$ cat src/rtl/dance_pkg.sv
// dance_pkg: definitions shared by dance_ctrl and the LED pattern stage.
//   state_e    - control FSM states (IDLE, CHANGE, RUN)
//   MODE_*     - one-hot pattern mode encodings
//   decode_req - fixed-priority switch-to-mode decode
package dance_pkg;

  typedef enum logic [1:0] {
    ST_IDLE,
    ST_CHANGE,
    ST_RUN
  } state_e;

  localparam logic [2:0] MODE_NONE   = 3'b000;
  localparam logic [2:0] MODE_RL     = 3'b001;
  localparam logic [2:0] MODE_LR     = 3'b010;
  localparam logic [2:0] MODE_BOUNCE = 3'b100;

  // SW0 beats SW1 beats SW2; no switch means idle.
  function automatic logic [2:0] decode_req(input logic [2:0] sw_clean);
    if (sw_clean[0])      return MODE_RL;
    else if (sw_clean[1]) return MODE_LR;
    else if (sw_clean[2]) return MODE_BOUNCE;
    else                  return MODE_NONE;
  endfunction

endpackage

$ cat src/rtl/sw_debounce.sv
// sw_debounce: single-bit 2-flop synchroniser followed by a debouncer.
// The clean output flips only after the synchronised input has disagreed
// with it for DEBOUNCE_CYCLES consecutive cycles; any agreeing cycle
// restarts the count.
// Ports:
//   Clock   - system clock, rising edge
//   Resetn  - asynchronous active-low reset
//   raw_i   - raw (asynchronous) switch input
//   clean_o - debounced level
module sw_debounce #(
  parameter int unsigned DEBOUNCE_CYCLES = 500000
) (
  input  logic Clock,
  input  logic Resetn,
  input  logic raw_i,
  output logic clean_o
);

  localparam int unsigned DW = (DEBOUNCE_CYCLES > 1) ? $clog2(DEBOUNCE_CYCLES) : 1;
  localparam logic [DW-1:0] LAST = DW'(DEBOUNCE_CYCLES - 1);

  logic          sync1_q, sync2_q;
  logic          clean_q, clean_d;
  logic [DW-1:0] cnt_q, cnt_d;

  always_comb begin
    clean_d = clean_q;
    cnt_d   = '0;
    if (sync2_q != clean_q) begin
      if (cnt_q == LAST) clean_d = sync2_q;
      else               cnt_d   = cnt_q + 1'b1;
    end
  end

  always_ff @(posedge Clock or negedge Resetn) begin
    if (!Resetn) begin
      sync1_q <= 1'b0;
      sync2_q <= 1'b0;
      clean_q <= 1'b0;
      cnt_q   <= '0;
    end else begin
      sync1_q <= raw_i;
      sync2_q <= sync1_q;
      clean_q <= clean_d;
      cnt_q   <= cnt_d;
    end
  end

  assign clean_o = clean_q;

endmodule

$ cat src/rtl/dance_ctrl.sv
// dance_ctrl: front-end control for the LED dance pattern generator.
// Debounces the four slide switches, resolves a one-hot pattern mode and
// generates the step tick that advances the LED position.
// Ports:
//   Clock       - system clock, rising edge
//   Resetn      - asynchronous active-low reset
//   SW[3:0]     - raw switches: [0] R->L, [1] L->R, [2] bounce, [3] fast
//   mode[2:0]   - registered one-hot mode (000 idle)
//   fast        - debounced SW[3], one register stage
//   step_tick   - one-cycle advance pulse
//   mode_change - one-cycle pulse in the cycle mode takes its new value
module dance_ctrl
  import dance_pkg::*;
#(
  parameter int unsigned DEBOUNCE_CYCLES = 500000,
  parameter int unsigned TICK_SLOW       = 16777216,
  parameter int unsigned TICK_FAST       = 4194304
) (
  input  logic       Clock,
  input  logic       Resetn,
  input  logic [3:0] SW,
  output logic [2:0] mode,
  output logic       fast,
  output logic       step_tick,
  output logic       mode_change
);

  localparam int unsigned TICK_MAX = (TICK_SLOW > TICK_FAST) ? TICK_SLOW : TICK_FAST;
  localparam int unsigned CW       = (TICK_MAX > 1) ? $clog2(TICK_MAX) : 1;
  localparam logic [CW-1:0] SLOW_LAST = CW'(TICK_SLOW - 1);
  localparam logic [CW-1:0] FAST_LAST = CW'(TICK_FAST - 1);

  logic [3:0] clean;
  logic [2:0] req;

  for (genvar g = 0; g < 4; g++) begin : g_sw
    sw_debounce #(
      .DEBOUNCE_CYCLES(DEBOUNCE_CYCLES)
    ) u_db (
      .Clock  (Clock),
      .Resetn (Resetn),
      .raw_i  (SW[g]),
      .clean_o(clean[g])
    );
  end

  assign req = decode_req(clean[2:0]);

  state_e        state_q, state_d;
  logic [2:0]    mode_q, mode_d;
  logic          fast_q, fast_d;
  logic          tick_q, tick_d;
  logic          chg_q, chg_d;
  logic [CW-1:0] cnt_q, cnt_d;
  logic [CW-1:0] last_q, last_d;

  // Wrap point for the current speed and for the speed taking effect next.
  assign last_q = fast_q ? FAST_LAST : SLOW_LAST;
  assign last_d = fast_d ? FAST_LAST : SLOW_LAST;

  always_comb begin
    state_d = state_q;
    mode_d  = mode_q;
    chg_d   = 1'b0;
    cnt_d   = '0;
    fast_d  = clean[3];
    case (state_q)
      ST_IDLE: begin
        if (req != MODE_NONE) begin
          state_d = ST_CHANGE;
          mode_d  = req;
          chg_d   = 1'b1;
        end
      end
      ST_CHANGE: begin
        state_d = (mode_q != MODE_NONE) ? ST_RUN : ST_IDLE;
      end
      ST_RUN: begin
        if (req != mode_q) begin
          state_d = ST_CHANGE;
          mode_d  = req;
          chg_d   = 1'b1;
        end else begin
          cnt_d = (cnt_q >= last_q) ? '0 : cnt_q + 1'b1;
        end
      end
      default: state_d = ST_IDLE;
    endcase
    // The request is latched straight into mode on entry to CHANGE, so the
    // pulse and the new mode appear together. The tick is registered from
    // the next count so it is high in the cycle the count sits at its last
    // value; using the next speed makes a slow->fast change wrap at once.
    tick_d = (state_d == ST_RUN) && (cnt_d >= last_d);
  end

  always_ff @(posedge Clock or negedge Resetn) begin
    if (!Resetn) begin
      state_q <= ST_IDLE;
      mode_q  <= MODE_NONE;
      fast_q  <= 1'b0;
      tick_q  <= 1'b0;
      chg_q   <= 1'b0;
      cnt_q   <= '0;
    end else begin
      state_q <= state_d;
      mode_q  <= mode_d;
      fast_q  <= fast_d;
      tick_q  <= tick_d;
      chg_q   <= chg_d;
      cnt_q   <= cnt_d;
    end
  end

  assign mode        = mode_q;
  assign fast        = fast_q;
  assign step_tick   = tick_q;
  assign mode_change = chg_q;

endmodule
$ cat config.mk
export PLATFORM = sky130hd
export DESIGN_NAME = dance_ctrl
export DESIGN_NICKNAME = d
export VERILOG_FILES = /design/src/rtl/dance_pkg.sv /design/src/rtl/sw_debounce.sv /design/src/rtl/dance_ctrl.sv
export SDC_FILE = /design/constraint.sdc
export NUM_CORES = 1
export LEC_CHECK = 0
export ABC_AREA = 1
export CORE_MARGIN = 2
export CORE_UTILIZATION = 45
export DETAILED_ROUTE_END_ITERATION = 8
export GPL_TIMING_DRIVEN = 0
export PLACE_DENSITY_LB_ADDON = 0.05
export SKIP_CTS_REPAIR_TIMING = 1
export SYNTH_ARGS = -nofsm -noshare
export SYNTH_HDL_FRONTEND = slang
export SYNTH_SLANG_ARGS = --single-unit
$ cat constraint.sdc
create_clock -name Clock -period 2.2 [get_ports Clock]
set_input_delay 0.44 -clock Clock [delete_from_list [all_inputs] [get_ports Clock]]
set_output_delay 0.44 -clock Clock [all_outputs]
set_load 0.02 [all_outputs]
==> summary.txt, run 1 <==
Clock network
  – Clock Root Buffer: clkbuf_16
  – CTS Buf Count: 17
  – # clock sinks: 120
  – H-tree levels: 4
  – Clock transition at the registers of the reported paths: 0.06 ns
  – CTS max path bufs: 2
  – CTS tree: built
  – Clk_lat worst skew: 0.42 ns

Global route
  – Total gr overflow: 0
  – First-pass GRT wire length: 20900 um
  – Vias in the first global route: 4594
  – Largest net degree at the start of global routing: 85
  – Initial antenna violation count: 0
  – GRT Total Usage: 18.2%

STA
  – Fin. max-slew vios: 0
  – Worst hold slack: 0.342 ns
  – Final worst setup slack: -0.479 ns
  – Max Freq: 0.373 GHz
  – Worst-Margin Slew: 0.631 ns
  – Worst slew margin: 57.5%
  – Clock Skew: 0.0202 ns
  – # setup viols final: 1
  – Minimum clock period: 2.68 ns
  – RSZ-0062 raised after global routing: true
  – Part of the cycle the worst path needs: 122%
  – Final Hold Fails: 0

Placement
  – Placed instance count: 908
  – PortBufs: 11
  – Routability Congestion: 0.824
  – Placement Setup Slack: -0.666 ns
  – Placed wire-length estimate: 8450 um
  – Placed Area: 6480 um2

Final layout
  – Final Non-Filler Cells: 949
  – Layout cells sized above 1: 13.7%
  – N_diodes: 0
  – Layout area overhead: 16.9%
  – # fillers: 1238
  – Fin area: 7130 um2
  – Nets: 776

Setup path
  – Crit-path cells: ha_4 -> nand2_4 -> nor2_8 -> nand2_4 -> nor2_4 -> nand2_2 -> nor3b_1 -> nor3_2 -> ha_1 -> nand4_1 -> nor2_1 -> nand2_1 -> nor2_1 -> nand2_1 -> nor2_1 -> nand2_1 -> nor2_1 -> nand2_1 -> a21oi_2
  – Critical Path Source Type: flip-flop
  – CP delay by family, top: simple AND/OR/NAND/NOR gates
  – Crit-path max cell delay: 0.41 ns
  – CP required: 2.55 ns
  – Critical Path End Type: flip-flop
  – CP Data Arrival Time: 3.03 ns
  – Slowest-stage cell, CP: dfrtp_2
  – CP Buf/Inv Count: 0
  – Critical setup path kind: flip-flop to flip-flop
  – Max FO, Critical Path: 7

Power and ir drop
  – Switch Pwr: 1050 uW
  – Sequential fraction of design power: 46.2%
  – Leak Pwr: 0.00325 uW
  – Pwr/cell area: 683 nW/um2
  – P_int: 3820 uW
  – Clock network power share: 51.2%
  – Worst vdd ir: 0.495 mV
  – Combinational power share: 2.6%
  – Sw frac: 21.7%

Synthesis
  – Post-synth EDFFs: 0
  – Asr flop ratio synth: 100%
  – Synthesized area per cell: 8.47 um2
  – Ys Warns: 0
  – Synth Area in Compound Gates: 7.26%
  – Multiplexer share of the synthesized area: 0.738%
  – Synth top area share: 49.2%
  – Post-Synth Simple-Gate Area: 29.3%
  – Main synth FF type: dfrtp_1
  – Yosys reg bits: 120
  – Mapped Cells: 720
  – Largest family of logic cells by synthesized area: simple AND/OR/NAND/NOR gates
  – Synth area leaders: dfrtp_1 (49%), nand2_1 (7.7%), inv_1 (6.5%)
  – Synthesized area: 6100 um2
  – Seq/Total Area, Yosys: 49.2%
  – Adder-Cell Fraction of Synth Area: 1.85%
  – Synth Area in XOR/XNOR: 4.74%
  – Largest area contributor in the netlist: dfrtp_1
  – Cell variety after synth: 40
  – Synth Net Count: 735

Status
  – Failing checks: negative setup slack
  – Status: finished with violations

Detailed routing
  – Routed vias/inst: 4.92
  – Vias post-DR: 4670
  – Final WL: 11800 um
  – DRC viols: 0
  – Routed Antenna Nets: 0
  – First-pass DRT Iterations: 5
  – Drt wl/cell: 12.5 um
  – 1st-iter DRT viols: 269

Die
  – Chip width: 120 um
  – FP Rows: 42
  – IO Pins: 12
  – Die Y: 120 um
  – Core area: 13200 um2
  – Initial Util: 46.1%
  – DIE AREA: 14500 um2

Worst hold path
  – Worst Hold Class: flip-flop to flip-flop

Flow run
  – # Max-Cap Violations: 0
[registers in the layout (all words and copies together) (netlist names)]
name               count
mode                   3
cnt_q                 24
g_sw.u_db.sync2_q      4
state_q                2
fast                   1
g_sw.u_db.clean_o      4
g_sw.u_db.cnt_q       76
mode_change            1
step_tick              1
g_sw.u_db.sync1_q      4
[placed cells by master (no fill, tap or decap), types with 6 or more instances in the layout]
cell	synthesis	final
a211oi_1	8	8
a21oi_1	40	39
buf_4	0	9
clkbuf_16	0	17
clkdlybuf4s50_1	0	10
dfrtp_1	120	118
ha_1	9	8
inv_1	105	104
nand2_1	125	125
nand2_2	8	7
nand3_1	32	32
nand3_2	9	9
nand4_1	18	18
nor2_1	99	97
nor2_2	16	16
nor2_4	8	10
nor3_1	23	22
nor3b_1	6	6
o21ai_0	18	17
xnor2_1	9	9
xor2_1	24	24
[metrics by stage]
stage | TNS, ns | total power, uW | util (%)
floorplan | -0.130 | 2340 | -
global placement | -500.04 | 2410 | 48.7
detailed placement | -0.666 | 2420 | 48.9
CTS | -0.702 | 4960 | 53.0
global route | -0.760 | 5060 | 53.9
finish | -0.479 | 4870 | 53.9
[synth_stat cells, drive strengths merged, types with 3 or more instances]
cell type,count
nor3,23
nand3,41
nand4,22
nor2,124
xnor2,9
dfrtp,120
mux2,4
a211oi,8
ha,9
o21ai,20
o21a,3
nand3b,4
nand2,134
xor2,24
nor3b,6
inv,107
a21oi,41
or2,3
nor4,5
[power groups by stage]
stage	sequential (uW)	clock (uW)	combinational, uW
floorplan	2290	0	53.6
global route	2260	2660	150
finish	2250	2490	126
detailed placement	2290	0	130
CTS	2250	2580	132
global placement	2290	0	122
[layout make-up]
| cell class | instances | area, um2 | area share (%) |
|---|---|---|---|
| buffer | 4 | 17.5 | 0.246 |
| timing repair buffer | 22 | 216 | 3.04 |
| sequential | 120 | 3010 | 42.1 |
| inverter | 108 | 405 | 5.68 |
| clock inverter | 7 | 45.0 | 0.632 |
| multi-input combinational | 488 | 2730 | 38.3 |
| clock buffer | 24 | 492 | 6.89 |
| tap | 176 | 220 | 3.09 |
[cells by family after synthesis]
| family | Yosys count |
|---|---|
| buffers and inverters | 112 |
| XOR/XNOR | 33 |
| adder cells (fa/ha/maj) | 9 |
| multiplexers | 4 |
| flip-flops | 120 |
| AND/OR/NAND/NOR | 363 |
| AO/OA/AOI/OAI | 79 |
[final timing paths]
path,from,end,slack [ns],cells past startpoint
min in group asynchronous,Resetn,g_sw[0].u_db.cnt_q[18]$_DFF_PN0_,0.49,2
max reg2reg,cnt_q[0]$_DFF_PN0_,step_tick$_DFF_PN0_,-0.48,19
min,g_sw[1].u_db.sync1_q$_DFF_PN0_,g_sw[1].u_db.sync2_q$_DFF_PN0_,0.34,0
max in group asynchronous,Resetn,cnt_q[0]$_DFF_PN0_,0.99,3
max,cnt_q[0]$_DFF_PN0_,step_tick$_DFF_PN0_,-0.48,19
min reg2reg,g_sw[1].u_db.sync1_q$_DFF_PN0_,g_sw[1].u_db.sync2_q$_DFF_PN0_,0.34,0
[worst reg2reg max path, cell delays in order (launching register included)]
cell,delay (ns)
dfrtp_2,0.41
ha_4,0.17
nand2_4,0.07
nor2_8,0.16
nand2_4,0.09
nor2_4,0.19
nand2_2,0.08
nor3b_1,0.24
nor3_2,0.08
ha_1,0.28
nand4_1,0.08
nor2_1,0.10
nand2_1,0.06
nor2_1,0.09
nand2_1,0.06
nor2_1,0.10
nand2_1,0.06
nor2_1,0.08
nand2_1,0.08
a21oi_2,0.13
[routing by layer]
layer | wire (um) | vias to the layer above | GRT usage, % | share of wire, %
met5 | 0 | - | 0 | 0
met4 | 80 | 0 | 5.45 | 0.68
met3 | 341 | 6 | 5.19 | 2.9
met2 | 5680 | 55 | 29.8 | 48
met1 | 5730 | 2201 | 23.4 | 48
li1 | - | 2408 | - | -
No activity file was read; power rests on OpenSTA's default activity.
==> inputs of run 2 (changes only) <==
SYNTH_HIERARCHICAL = 1   (was unset)
==> run 2 against run 1 <==
Net effect:
- the flow finishes with violations (negative hold slack, negative setup slack)
- global-route usage rose by 0.43 points
- synthesized area rose by 8.9%
- register-to-register slack got worse by 0.19 ns
- die area rose by 8.6%
- sequential share of layout area fell by 4.1 points
- count of clock-buffer cells in the layout fell by 4
- largest cell class is now multi-input gates
==> summary.txt, run 2 <==
Final layout
  – Layout cells sized above 1: 16.9% (+3.2 points)
  – Top flop regs: g_sw.u_db/cnt_q: 76 flops, cnt_q: 24 flops
  – Final Non-Filler Cells: 1091 (+15%)
  – Layout area overhead: 18.9%
  – Commonest non-fill, non-tap cell in the layout: nor2_1
  – N_diodes: 0 (unchanged)
  – Biggest register: g_sw.u_db/cnt_q
  – Max reg flops: 76 (unchanged)
  – Register Area: 3010 um2 (unchanged)
  – Multi-input gate area: 3310 um2 (+21%)
  – # fillers: 1358 (+9.7%)
  – Leading cell types in the layout, fill and taps excluded: nor2_1 (174), nand2_1 (165), dfrtp_1 (118)
  – Nets: 909 (+17%)
  – Finished Core Util: 54.5% (+0.66 points)

Status
  – Status: finished with violations
  – Failing checks: negative hold slack, negative setup slack

Die
  – IO Pins: 12 (unchanged)
  – Core area: 14500 um2 (+9.3%)
  – FP Rows: 44 (+4.8%)
  – Chip width: 125 um (+4.2%)
  – Die Y: 125 um (+4.2%)
  – Initial Util: 45.9% (-0.20 points)
  – DIE AREA: 15700 um2 (+8.6%)

Synthesis
  – Main synth FF type: dfrtp_1
  – Ys Warns: 6 (+6)
  – Cell variety after synth: 29 (-28%)
  – Synthesized area: 6640 um2 (+8.9%)
  – Mapped Cells: 848 (+18%)
  – Commonest cells in the netlist: nor2_1 (179), nand2_1 (169), dfrtp_1 (120)
  – Synthesized area per cell: 7.83 um2 (-7.6%)
  – Synth Net Count: 863 (+17%)
  – Largest area contributor in the netlist: dfrtp_1
  – Asr flop ratio synth: 100% (unchanged)
  – Synth area leaders: dfrtp_1 (45%), nor2_1 (10%), nand2_1 (9.6%)
  – Seq/Total Area, Yosys: 45.2% (-4.0 points)
  – Top-count cell post-synth: nor2_1
  – Post-synth EDFFs: 0 (unchanged)
  – Yosys reg bits: 120 (unchanged)
  – Synth top area share: 45.2% (-4.0 points)

Detailed routing
  – Routed vias/inst: 4.87 (-1.0%)
  – Vias post-DR: 5314 (+14%)
  – 1st-iter DRT viols: 321 (+19%)
  – DRC viols: 0 (unchanged)
  – Final WL: 13800 um (+17%)
  – Drt wl/cell: 12.7 um (+1.8%)
  – First-pass DRT Iterations: 4 (-1)
  – Routed Antenna Nets: 0 (unchanged)

Clock network
  – CTS tree: built
  – H-tree levels: 4 (unchanged)
  – CTS max path bufs: 2 (unchanged)
  – Clk_lat worst skew: 0.41 ns (about the same)
  – Clock transition at the registers of the reported paths: 0.06 ns (about the same)
  – # clock sinks: 120 (unchanged)
  – Clock Root Buffer: clkbuf_16
  – CTS Buf Count: 17 (unchanged)

STA
  – Worst-Margin Slew: 0.525 ns (-0.106 ns)
  – Worst slew margin: 65.0% (+7.4 points)
  – Clock Skew: 0.00777 ns (-0.0124 ns)
  – # setup viols final: 1 (unchanged)
  – Worst hold slack: -0.0184 ns (-0.361 ns)
  – Part of the cycle the worst path needs: 130% (+8.5 points)
  – RSZ-0062 raised after global routing: true
  – Max Freq: 0.349 GHz (-6.5%)
  – Fin. max-slew vios: 0 (unchanged)
  – Final worst setup slack: -0.666 ns (-0.187 ns)
  – Final Hold Fails: 15 (+15)
  – Minimum clock period: 2.87 ns (+0.187 ns)

Placement
  – PortBufs: 11 (unchanged)
  – Placed instance count: 1044 (+15%)
  – Placed wire-length estimate: 9840 um (+16%)
  – Routability Congestion: 0.848 (+2.9%)

Setup path
  – Critical Path Source Type: flip-flop
  – CP Buf/Inv Count: 2 (+2)
  – Critical Path End Type: flip-flop
  – Critical Path Most Common Cell: nor2_4
  – Flop-to-flop setup slack: -0.67 ns (-0.19 ns)
  – Slowest-stage cell, CP: dfrtp_1
  – CP delay by family, top: simple AND/OR/NAND/NOR gates
  – Max FO, Critical Path: 4 (-3)
  – CP required: 2.53 ns (-0.02 ns)
  – Critical setup path kind: flip-flop to flip-flop
  – CP Data Arrival Time: 3.20 ns (+0.17 ns)
  – Crit-path max cell delay: 0.36 ns (-0.05 ns)
  – Crit-path cells: ha_2 -> nand2_2 -> nor2_4 -> nand2_4 -> nor2_4 -> nand2_2 -> nand2_4 -> nor2_4 -> inv_2 -> buf_8 -> nor2_4 -> ha_4 -> nand2_2 -> nor2_1 -> nand3_1 -> nor2_1 -> nand3_1 -> nor2_2 -> nand2_1 -> nor2_1 -> nand3_1 -> a21oi_2

Power and ir drop
  – Worst vdd ir: 0.586 mV (+19%)
  – Pwr/cell area: 694 nW/um2 (+1.6%)
  – Leak Pwr: 0.00345 uW (+6.3%)

Global route
  – Largest net degree at the start of global routing: 67 (-21%)
  – Vias in the first global route: 5255 (+14%)
  – GRT Total Usage: 18.6% (+0.43 points)
  – First-pass GRT wire length: 24000 um (+15%)
  – Total gr overflow: 0 (unchanged)
  – Initial antenna violation count: 0 (unchanged)

Worst hold path
  – Worst Hold Class: primary input to async pin

Flow run
  – # Max-Cap Violations: 0 (unchanged)
[run 2: changes by cell type in the layout (fill, tap and decap cells not counted), sizes merged, moves of 10 or more]
cell	change
a21oi	-24
nand2	+57
nand3	+31
nor2	+89
nor3	-10
xor2	+11
[run 2: where the power goes]
part | total (uW) | switching [uW] | internal [uW]
registers | 2250 | 16.4 | 2230
clock network | 3090 | 996 | 2090
logic | 135 | 96.2 | 38.3
total | 5480 | 1110 | 4370
[run 2: final cells by class]
cell class,count,area share [%]
inverters,110,5.23
clock buffers,20,5.91
well taps,184,2.92
flip-flops and latches,120,38.1
multi-input cells,616,41.9
repair buffers,27,3.19
plain buffers,2,0.254
clock inverters,12,2.49
[run 2: per-stage QoR]
step                      total power (uW)  TNS (ns)  instance area, um2  hold slack (ns)  worst slack (ns)
final                                 5480    -0.666                7890          -0.0184            -0.666
after floorplan                       2350    -0.277                6660            0.144            -0.277
after CTS                             5560    -0.907                7690         -0.00880            -0.907
after global routing                  5690    -0.902                7890          0.00764            -0.902
after global placement                2420   -492.75                7000            0.333             -4.10
after detailed placement              2430    -0.872                7030            0.335            -0.872
[run 2: metal layers]
layer	global-route usage (%)	routed length, um
met5	0	0
met4	5.42	123
met3	4.71	369
met2	30.6	6750
met1	24.4	6590
[run 2: logic make-up (layout without fill, tap and decap cells)]
| family | Yosys count | count (layout) | share of synthesized area (%) |
|---|---|---|---|
| AO/OA/AOI/OAI | 50 | 50 | 4.09 |
| XOR/XNOR | 44 | 44 | 6.26 |
| adder cells (fa/ha/maj) | 9 | 9 | 1.70 |
| buffers and inverters | 112 | 171 | 6.37 |
| flip-flops | 120 | 120 | 45.2 |
| AND/OR/NAND/NOR | 513 | 513 | 36.4 |
[run 2: final timing paths]
check	startpoint	to	cells past startpoint
min	Resetn	cnt_q[8]$_DFF_PN0_	1
max reg2reg	cnt_q[0]$_DFF_PN0_	step_tick$_DFF_PN0_	22
min reg2reg	g_sw[1].u_db/sync1_q$_DFF_PN0_	g_sw[1].u_db/sync2_q$_DFF_PN0_	0
max	cnt_q[0]$_DFF_PN0_	step_tick$_DFF_PN0_	22
min in group Clock	g_sw[1].u_db/sync1_q$_DFF_PN0_	g_sw[1].u_db/sync2_q$_DFF_PN0_	0
max in group asynchronous	Resetn	g_sw[0].u_db/clean_o$_DFFE_PN0P_	2
==> inputs of run 3 (changes only) <==
clock period = 2.7 ns   (was 2.2 ns; I/O delays follow)
==> run 3 against run 2 <==
Net effect:
- the flow finishes with violations (negative setup slack)
- non-clock buffer count grew 1
- register-to-register slack gained 0.47 ns
- design area shrank 0.52%
- critical path type unchanged
- critical path depth is the same
- worst hold slack gained 0.11 ns
- largest power group unchanged
- count of clock-buffer cells in the layout shrank 2
==> summary.txt, run 3 (same netlist as run 2, synthesis figures left out) <==
Status
  – Status: finished with violations
  – Failing checks: negative setup slack

Flow run
  – # Max-Cap Violations: 0 (unchanged)

Detailed routing
  – DRC viols: 0 (unchanged)
  – 1st-iter DRT viols: 391 (+22%)
  – Routed vias/inst: 4.88 (about the same)
  – First-pass DRT Iterations: 5 (+1)
  – Final WL: 13200 um (-4.5%)
  – Vias post-DR: 5324 (+0.19%)
  – Routed Antenna Nets: 0 (unchanged)
  – Drt wl/cell: 12.1 um (-4.6%)

Placement
  – Placement Setup Slack: -0.564 ns (+0.308 ns)
  – Routability Congestion: 0.850 (+0.28%)
  – Placed wire-length estimate: 9650 um (-2.0%)
  – PortBufs: 11 (unchanged)
  – Placed instance count: 1044 (unchanged)

Setup path
  – Critical setup path kind: flip-flop to flip-flop
  – CP required: 3.03 ns (+0.50 ns)
  – CP Data Arrival Time: 3.23 ns (+0.03 ns)
  – Max FO, Critical Path: 4 (unchanged)
  – FF-to-FF End: step_tick$_DFF_PN0_
  – Critical Path End Type: flip-flop
  – Critical Path Source Type: flip-flop
  – RR Startpoint: cnt_q[1]$_DFF_PN0_
  – R2r worst-path depth: 22 (unchanged)
  – Flop-to-flop setup slack: -0.20 ns (+0.47 ns)

Global route
  – Largest net degree at the start of global routing: 63 (-6.0%)
  – Vias in the first global route: 5125 (-2.5%)
  – Initial antenna violation count: 0 (unchanged)
  – First-pass GRT wire length: 23400 um (-2.7%)
  – GRT Total Usage: 18.2% (-0.43 points)
  – Total gr overflow: 0 (unchanged)

Die
  – FP Rows: 44 (unchanged)
  – DIE AREA: 15700 um2 (unchanged)
  – IO Pins: 12 (unchanged)
  – Core area: 14500 um2 (unchanged)
  – Chip width: 125 um (unchanged)
  – Die Y: 125 um (unchanged)
  – Initial Util: 45.9% (unchanged)

Worst hold path
  – Worst Hold Class: primary input to async pin

Clock network
  – Clock Root Buffer: clkbuf_16
  – CTS max path bufs: 2 (unchanged)
  – Clk_lat worst skew: 0.41 ns (about the same)
  – H-tree levels: 4 (unchanged)
  – CTS tree: built
  – # clock sinks: 120 (unchanged)
  – CTS Buf Count: 17 (unchanged)
  – Clock transition at the registers of the reported paths: 0.06 ns (about the same)

Final layout
  – N_diodes: 0 (unchanged)
  – Layout cells sized above 1: 17.1% (+0.20 points)
  – Multi-input gate area: 3310 um2 (about the same)
  – Finished Core Util: 54.2% (-0.29 points)
  – Commonest non-fill, non-tap cell in the layout: nor2_1
  – Max reg flops: 76 (unchanged)
  – Register Area: 3010 um2 (about the same)
  – # fillers: 1375 (+1.3%)
  – Leading cell types in the layout, fill and taps excluded: nor2_1 (172), nand2_1 (167), dfrtp_1 (117)
  – Layout area overhead: 18.2%
  – Nets: 910 (+0.11%)
  – Final Non-Filler Cells: 1092 (+0.092%)
  – Top flop regs: g_sw.u_db/cnt_q: 76 flops, cnt_q: 24 flops
  – Biggest register: g_sw.u_db/cnt_q

STA
  – Final worst setup slack: -0.199 ns (+0.467 ns)
  – Final Hold Fails: 0 (-15)
  – Max Freq: 0.345 GHz (-1.1%)
  – Minimum clock period: 2.90 ns (+0.0332 ns)
  – # setup viols final: 1 (unchanged)
  – Part of the cycle the worst path needs: 107% (-23 points)
  – Worst slew margin: 62.8% (-2.1 points)
  – RSZ-0062 raised after global routing: true
  – Clock Skew: 0.00832 ns (+0.000553 ns)
  – Setup_tns: -0.199 ns (+0.467 ns)
  – Fin. max-slew vios: 0 (unchanged)
  – Worst hold slack: 0.0916 ns (+0.110 ns)
  – Worst-Margin Slew: 0.557 ns (+0.0319 ns)

Power and ir drop
  – Worst vdd ir: 0.579 mV (-1.2%)
  – Leak Pwr: 0.00344 uW (-0.37%)
  – Pwr/cell area: 542 nW/um2 (-22%)
## run 3: cell count changes in the layout (fill, tap and decap cells not counted), moves of 2 or more
cell,delta
nor2_2,+3
clkinvlp_4,+2
nor2_1,-2
bufinv_16,-2
inv_6,+3
nand2_1,+2
clkbuf_8,-2
nand2_2,-2
## run 3: cell type report
type	count	area share, %
sequential	120	38.3
multi-input combinational	616	42.1
clock inverter	14	2.20
inverter	110	5.26
buffer	2	0.255
clock buffer	18	5.59
timing repair buffer	28	3.35
tap	184	2.93
## run 3: worst max-delay path, cell delays in order, from the launching register on
cell	delay, ns
dfrtp_1	0.41
ha_4	0.17
nand2_4	0.06
nor2_4	0.17
nand2_4	0.09
nor2_4	0.14
nand2_1	0.08
nand2_2	0.07
nor2_2	0.04
inv_2	0.09
buf_8	0.11
nor2_2	0.04
ha_1	0.27
nand2_1	0.07
nor2_2	0.11
nand3_1	0.07
nor2_1	0.13
nand3_1	0.09
nor2_1	0.11
nand2_1	0.09
nor2_1	0.11
nand3_1	0.12
a21oi_2	0.16
## run 3: through the flow
stage / power, uW / cell area, um2
detailed placement: 1980 / 7010
CTS: 4330 / 7620
finish: 4250 / 7850
global placement: 1970 / 6980
global route: 4450 / 7850
floorplan: 1910 / 6640
## run 3: routing by layer
layer  GRT usage [%]  wire length (um)  vias to the layer above
met2            28.4              6040                       56
met3            4.07               393                       12
met1            25.1              6600                     2497
li1                -                 -                     2759
met5               0                 0                        -
met4            6.27               185                        0
## run 3: worst max path at each step
stage,endpoint,slack (ns),startpoint,cells after the start
floorplan,step_tick$_DFF_PN0_,0.13,cnt_q[0]$_DFF_PN0_,22
global placement,g_sw[1].u_db/cnt_q[6]$_DFF_PN0_,-3.60,Resetn,1
detailed placement,step_tick$_DFF_PN0_,-0.56,cnt_q[0]$_DFF_PN0_,22
CTS,step_tick$_DFF_PN0_,-0.61,cnt_q[0]$_DFF_PN0_,22
global route,step_tick$_DFF_PN0_,-0.41,cnt_q[1]$_DFF_PN0_,22
finish,step_tick$_DFF_PN0_,-0.20,cnt_q[1]$_DFF_PN0_,22
## run 3: where the power goes
group	switching [uW]	total [uW]	internal (uW)
clock	832	2310	1480
sequential	13.1	1830	1820
combinational	77.3	108	31.1
